==> src/rtl/lfa_adc_reader.sv <==
// ADC128S022 scanner for the line-follower array.
// Round-robins three channels and registers left/middle/right.
module lfa_adc_reader #(
  parameter logic [2:0] CH_LEFT   = 3'd3,
  parameter logic [2:0] CH_MIDDLE = 3'd2,
  parameter logic [2:0] CH_RIGHT  = 3'd1,
  parameter int unsigned FRAME_GAP = 2
) (
  input  logic        clk_3125KHz,
  input  logic        rst_n,
  input  logic        en,
  input  logic        adc_dout,
  output logic        adc_cs_n,
  output logic        adc_sck,
  output logic        adc_din,
  output logic [11:0] left,
  output logic [11:0] middle,
  output logic [11:0] right,
  output logic [2:0]  ch_update,
  output logic        sample_valid
);

  localparam logic [7:0] GAP = 8'(FRAME_GAP);

  typedef enum logic [1:0] {IDLE, XFER, LATCH} state_e;
  typedef enum logic [1:0] {S_LEFT, S_MIDDLE, S_RIGHT} slot_e;

  state_e      state_q, state_d;
  slot_e       slot_q, slot_d, prev_q, prev_d;
  logic        pv_q, pv_d;
  logic [7:0]  gap_q, gap_d, gap_inc;
  logic [3:0]  bit_q, bit_d;
  logic        ph_q, ph_d;
  logic [11:0] rx_q, rx_d;
  logic        cs_q, cs_d, sck_q, sck_d, din_q, din_d;
  logic [11:0] left_q, left_d, mid_q, mid_d, right_q, right_d;
  logic [2:0]  upd_q, upd_d;
  logic        sv_q, sv_d;
  logic [2:0]  addr;
  logic [15:0] ctrl;

  always_comb begin
    case (slot_q)
      S_MIDDLE: addr = CH_MIDDLE;
      S_RIGHT:  addr = CH_RIGHT;
      default:  addr = CH_LEFT;
    endcase
  end

  assign ctrl    = {2'b00, addr, 11'd0};
  assign gap_inc = (gap_q == GAP) ? gap_q : gap_q + 8'd1;

  always_comb begin
    state_d = state_q;
    slot_d  = slot_q;
    prev_d  = prev_q;
    pv_d    = pv_q;
    gap_d   = gap_q;
    bit_d   = bit_q;
    ph_d    = ph_q;
    rx_d    = rx_q;
    cs_d    = cs_q;
    sck_d   = sck_q;
    din_d   = din_q;
    left_d  = left_q;
    mid_d   = mid_q;
    right_d = right_q;
    upd_d   = 3'b000;
    sv_d    = 1'b0;
    case (state_q)
      IDLE: begin
        gap_d = gap_inc;
        if (gap_inc == GAP) begin
          if (en) begin
            state_d = XFER;
            cs_d    = 1'b0;
            sck_d   = 1'b0;
            din_d   = ctrl[15];
            bit_d   = 4'd0;
            ph_d    = 1'b0;
          end else begin
            pv_d = 1'b0;
          end
        end
      end
      XFER: begin
        if (!ph_q) begin
          ph_d  = 1'b1;
          sck_d = 1'b1;
          // 12-bit shifter: the four leading zeros fall off the top
          rx_d  = {rx_q[10:0], adc_dout};
        end else if (bit_q == 4'd15) begin
          state_d = LATCH;
          cs_d    = 1'b1;
          sck_d   = 1'b1;
          din_d   = 1'b0;
          if (pv_q) begin
            case (prev_q)
              S_MIDDLE: begin
                mid_d = rx_q;
                upd_d = 3'b010;
              end
              S_RIGHT: begin
                right_d = rx_q;
                upd_d   = 3'b001;
                sv_d    = 1'b1;
              end
              default: begin
                left_d = rx_q;
                upd_d  = 3'b100;
              end
            endcase
          end
        end else begin
          ph_d  = 1'b0;
          sck_d = 1'b0;
          bit_d = bit_q + 4'd1;
          din_d = ctrl[4'd14 - bit_q];
        end
      end
      LATCH: begin
        prev_d  = slot_q;
        pv_d    = 1'b1;
        gap_d   = 8'd0;
        state_d = IDLE;
        case (slot_q)
          S_LEFT:   slot_d = S_MIDDLE;
          S_MIDDLE: slot_d = S_RIGHT;
          default:  slot_d = S_LEFT;
        endcase
      end
      default: state_d = IDLE;
    endcase
  end

  always_ff @(posedge clk_3125KHz) begin
    if (!rst_n) begin
      state_q <= IDLE;
      slot_q  <= S_LEFT;
      prev_q  <= S_LEFT;
      pv_q    <= 1'b0;
      gap_q   <= 8'd0;
      bit_q   <= 4'd0;
      ph_q    <= 1'b0;
      rx_q    <= 12'd0;
      cs_q    <= 1'b1;
      sck_q   <= 1'b1;
      din_q   <= 1'b0;
      left_q  <= 12'd0;
      mid_q   <= 12'd0;
      right_q <= 12'd0;
      upd_q   <= 3'b000;
      sv_q    <= 1'b0;
    end else begin
      state_q <= state_d;
      slot_q  <= slot_d;
      prev_q  <= prev_d;
      pv_q    <= pv_d;
      gap_q   <= gap_d;
      bit_q   <= bit_d;
      ph_q    <= ph_d;
      rx_q    <= rx_d;
      cs_q    <= cs_d;
      sck_q   <= sck_d;
      din_q   <= din_d;
      left_q  <= left_d;
      mid_q   <= mid_d;
      right_q <= right_d;
      upd_q   <= upd_d;
      sv_q    <= sv_d;
    end
  end

  assign adc_cs_n     = cs_q;
  assign adc_sck      = sck_q;
  assign adc_din      = din_q;
  assign left         = left_q;
  assign middle       = mid_q;
  assign right        = right_q;
  assign ch_update    = upd_q;
  assign sample_valid = sv_q;

endmodule
==> config.mk <==
export PLATFORM = sky130hd
export DESIGN_NAME = lfa_adc_reader
export DESIGN_NICKNAME = d
export VERILOG_FILES = /design/src/rtl/lfa_adc_reader.sv
export SDC_FILE = /design/constraint.sdc
export NUM_CORES = 1
export LEC_CHECK = 0
export ABC_AREA = 1
export BUFFER_PORTS_ARGS = -buffer_cell sky130_fd_sc_hd__buf_2
export CAP_MARGIN = 20
export CORE_MARGIN = 2
export CORE_UTILIZATION = 55
export DETAILED_ROUTE_END_ITERATION = 10
export PLACE_DENSITY = 0.78
export SLEW_MARGIN = 20
export SYNTH_ARGS = -nofsm -noshare
export SYNTH_HDL_FRONTEND = slang
export SYNTH_SLANG_ARGS = --single-unit
export TNS_END_PERCENT = 10
==> constraint.sdc <==
create_clock -name clk_3125KHz -period 2.9 [get_ports clk_3125KHz]
set_input_delay 0.29 -clock clk_3125KHz [delete_from_list [all_inputs] [get_ports clk_3125KHz]]
set_output_delay 0.29 -clock clk_3125KHz [all_outputs]
set_load 0.005 [all_outputs]
==> flow_metrics.tcl <==
set metrics [dict create \
    status "complete, no violations" \
    rows 27 \
    worstSetupEndpointType "register" \
    wl_mm 6.225 \
    mostFrequentLayoutCell "dfxtp_1" \
    final_util 0.6496 \
    slowest_delay_ns 0.56 \
    hold_viol 0 \
    synth.distinct_cells 25 \
    path_class "reg -> reg" \
    post_cts_buffers 0 \
    critPathSlowestCell "dfxtp_1" \
    clock_latency_ns 0.35 \
    clk_pin_slew_ns 0.08 \
    syn_to_final_growth_pct 15.83 \
    die_w_um 78.48 \
    pin_count 47 \
    die_h_um 78.48 \
    cts.path.max_buffers 2 \
    num_vias 2601 \
    worstRegToRegCells 8 \
    reg2reg_setup_slack_ns 0.77 \
    min_period_ns 2.134 \
    syn-cell-area_um2 3050 \
    worstHoldPathType "in -> reg" \
    grt_max_degree 53 \
    pre_cts_ws_ns 0.8213 \
    antenna_found_initial 0 \
    pwr-share-seq 0.458 \
    leakagePower_nw 1.533 \
    timing.critical_path.buf_inv 3 \
    cp.required_ns 3.18 \
    root_buffer "clkbuf_8" \
    grtUsageTotal 0.2185 \
    cts_resized 0 \
    max_freq_ghz 0.4687 \
    final_cell_mix "dfxtp_1, a21oi_1, nand2_1" \
    nets 456 \
    cp_cell_sequence "inv_1 > nor2_4 > inv_2 > nor2_2 > nand3_1 > inv_1 > o21ai_0 > a21oi_1" \
    internal_power_w 0.001823 \
    route.detailed.drc 0 \
    start_util 0.5608 \
    slew_headroom 0.5659 \
    vias_per_cell 4.964 \
    core_um2 5439 \
    rsz0062_at_grt "false" \
    design_area_um2 3533 \
    worstReg2RegStart "state_q[0]" \
    synth.avg_cell_area_um2 7.532 \
    hold_path_end "rx_q[0]" \
    numCtsBuffers 9 \
    fin_tns_setup_ns 0 \
    cts_hold_buf 0 \
    placed_area_um2 3311 \
    drive_gt1_frac 0.1770 \
    switching_share 0.3373 \
    yosysWarnings 0 \
    post-route-worst-setup-slack_ns 0.7663 \
    drtAntennaViolNets 0 \
    ir_drop_v 0.0004850 \
    ys_ff_latch 74 \
    cp_max_fo 24 \
    report.final.setup_viol 0 \
    routed_wire_length_per_instance_um 11.88 \
    power_density_nw_per_um2 778.6 \
    maxCapViolCount 0 \
    hpwlAfterDp_mm 4.229 \
    slew_viol_final 0 \
    cpLargestDelayFamily "buffers and inverters" \
    synth_cells 405 \
    grt_pass1_vias 2396 \
    finalCritPeriodShare 0.7357 \
    worstMarginPinSlew_ns 0.6505 \
    holdPathStages 3 \
    ys_seq_area_frac 0.4856 \
    clock_sinks 74 \
    n_antenna_cell 0 \
    skew_ns 0.01236 \
    grt.overflow.total 0 \
    tritoncts "built" \
    rr_endpoint "left[4]" \
    holdWs_ns 0.2326 \
    place.gp.congestion 0.8815 \
    drtIter0Drc 153 \
    crit_top_cell "inv_1" \
    drt-pass1-iter-count 4 \
    port_buffers 46 \
    syn_nets 414 \
    power_frac_clock 0.326 \
    start_kind "register" \
    crit_arrival_ns 2.41 \
    die_area_um2 6158 \
    power.switching_w 0.0009280 \
    htree_levels 3 \
    comb_power_share 0.216 \
    grt_pass1_wl_mm 10.58 \
    worst_hold_startpoint "adc_dout" \
]
-- power by group through the flow --
stage / clock network (W) / logic [W] / registers (W)
3_3_place_gp: 0 / 0.000567 / 0.00127
6_report: 0.000897 / 0.000595 / 0.00126
2_1_floorplan: 0 / 0.000505 / 0.00123
5_1_grt: 0.000960 / 0.000684 / 0.00128
3_5_place_dp: 0 / 0.000583 / 0.00128
4_1_cts: 0.000917 / 0.000592 / 0.00125
-- layout make-up --
class	count	area, um2
fillers	481	1906
inverters	63	236.5
well taps	72	90.09
flip-flops and latches	74	1481
clock buffers	9	123.9
clock inverters	7	98.84
repair buffers	51	267.8
multi-input cells	248	1235
-- per-stage QoR --
step | std cells | power [W]
3_5_place_dp | 508 | 0.001861
4_1_cts | 524 | 0.002763
2_1_floorplan | 405 | 0.001735
6_report | 524 | 0.002751
5_1_grt | 524 | 0.002925
3_3_place_gp | 508 | 0.001841
-- cell usage after synthesis, drive strengths merged --
cell type,count,area share
dfxtp,74,0.49
a21oi,65,0.11
nand2,64,0.080
inv,63,0.078
o21ai,51,0.084
nor2,29,0.042
nand3,20,0.040
clkbuf,13,0.016
buf,7,0.016
ha,5,0.021
nand4,5,0.010
xor2,3,0.0086
nor3,2,0.0033
nand3b,1,0.0025
nor2b,1,0.0021
o2111ai,1,0.0029
o211ai,1,0.0025
-- how the worst max path moves through the flow --
stage | cells past startpoint | slack, ns | to | startpoint
2_1_floorplan | 13 | 1.32 | adc_sck | gap_q[1]
3_3_place_gp | 8 | 0.97 | left[11] | state_q[0]
3_5_place_dp | 8 | 0.82 | left[8] | state_q[0]
4_1_cts | 8 | 0.77 | left[4] | state_q[0]
5_1_grt | 8 | 0.44 | left[6] | state_q[0]
6_report | 8 | 0.77 | left[4] | state_q[0]
-- flip-flops by register name, indices dropped and copies added (netlist names) --
signal	cells
adc_cs_n	1
adc_din	1
adc_sck	1
bit_q	4
ch_update	2
gap_q	8
left	12
middle	12
ph_q	1
prev_q	2
pv_q	1
right	12
rx_q	12
sample_valid	1
slot_q	2
state_q	2
-- per-layer routing --
layer / up-vias / share of wire / global-route usage
met5: - / 0 / 0
met4: 0 / 0.019 / 0.1175
met3: 13 / 0.046 / 0.07011
met2: 56 / 0.44 / 0.3155
met1: 1145 / 0.50 / 0.2904
li1: 1387 / - / -
-- worst reg2reg max path, delay by kind of cell (launching register included) --
kind | cells | cell delay (ns)
AOI/OAI and AO/OA | 2 | 0.33
and+or+nand+nor | 3 | 0.52
buffers and inverters | 3 | 0.66
DFF | 1 | 0.56
-- cell families after synthesis --
family | Yosys count | synth area share
simple gates | 122 | 0.1801
buf+inv | 83 | 0.1095
fa+ha+maj | 5 | 0.02051
xor+xnor | 3 | 0.008615
flops | 74 | 0.4856
compound gates | 118 | 0.1957
No activity file was read; power rests on OpenSTA's default activity.
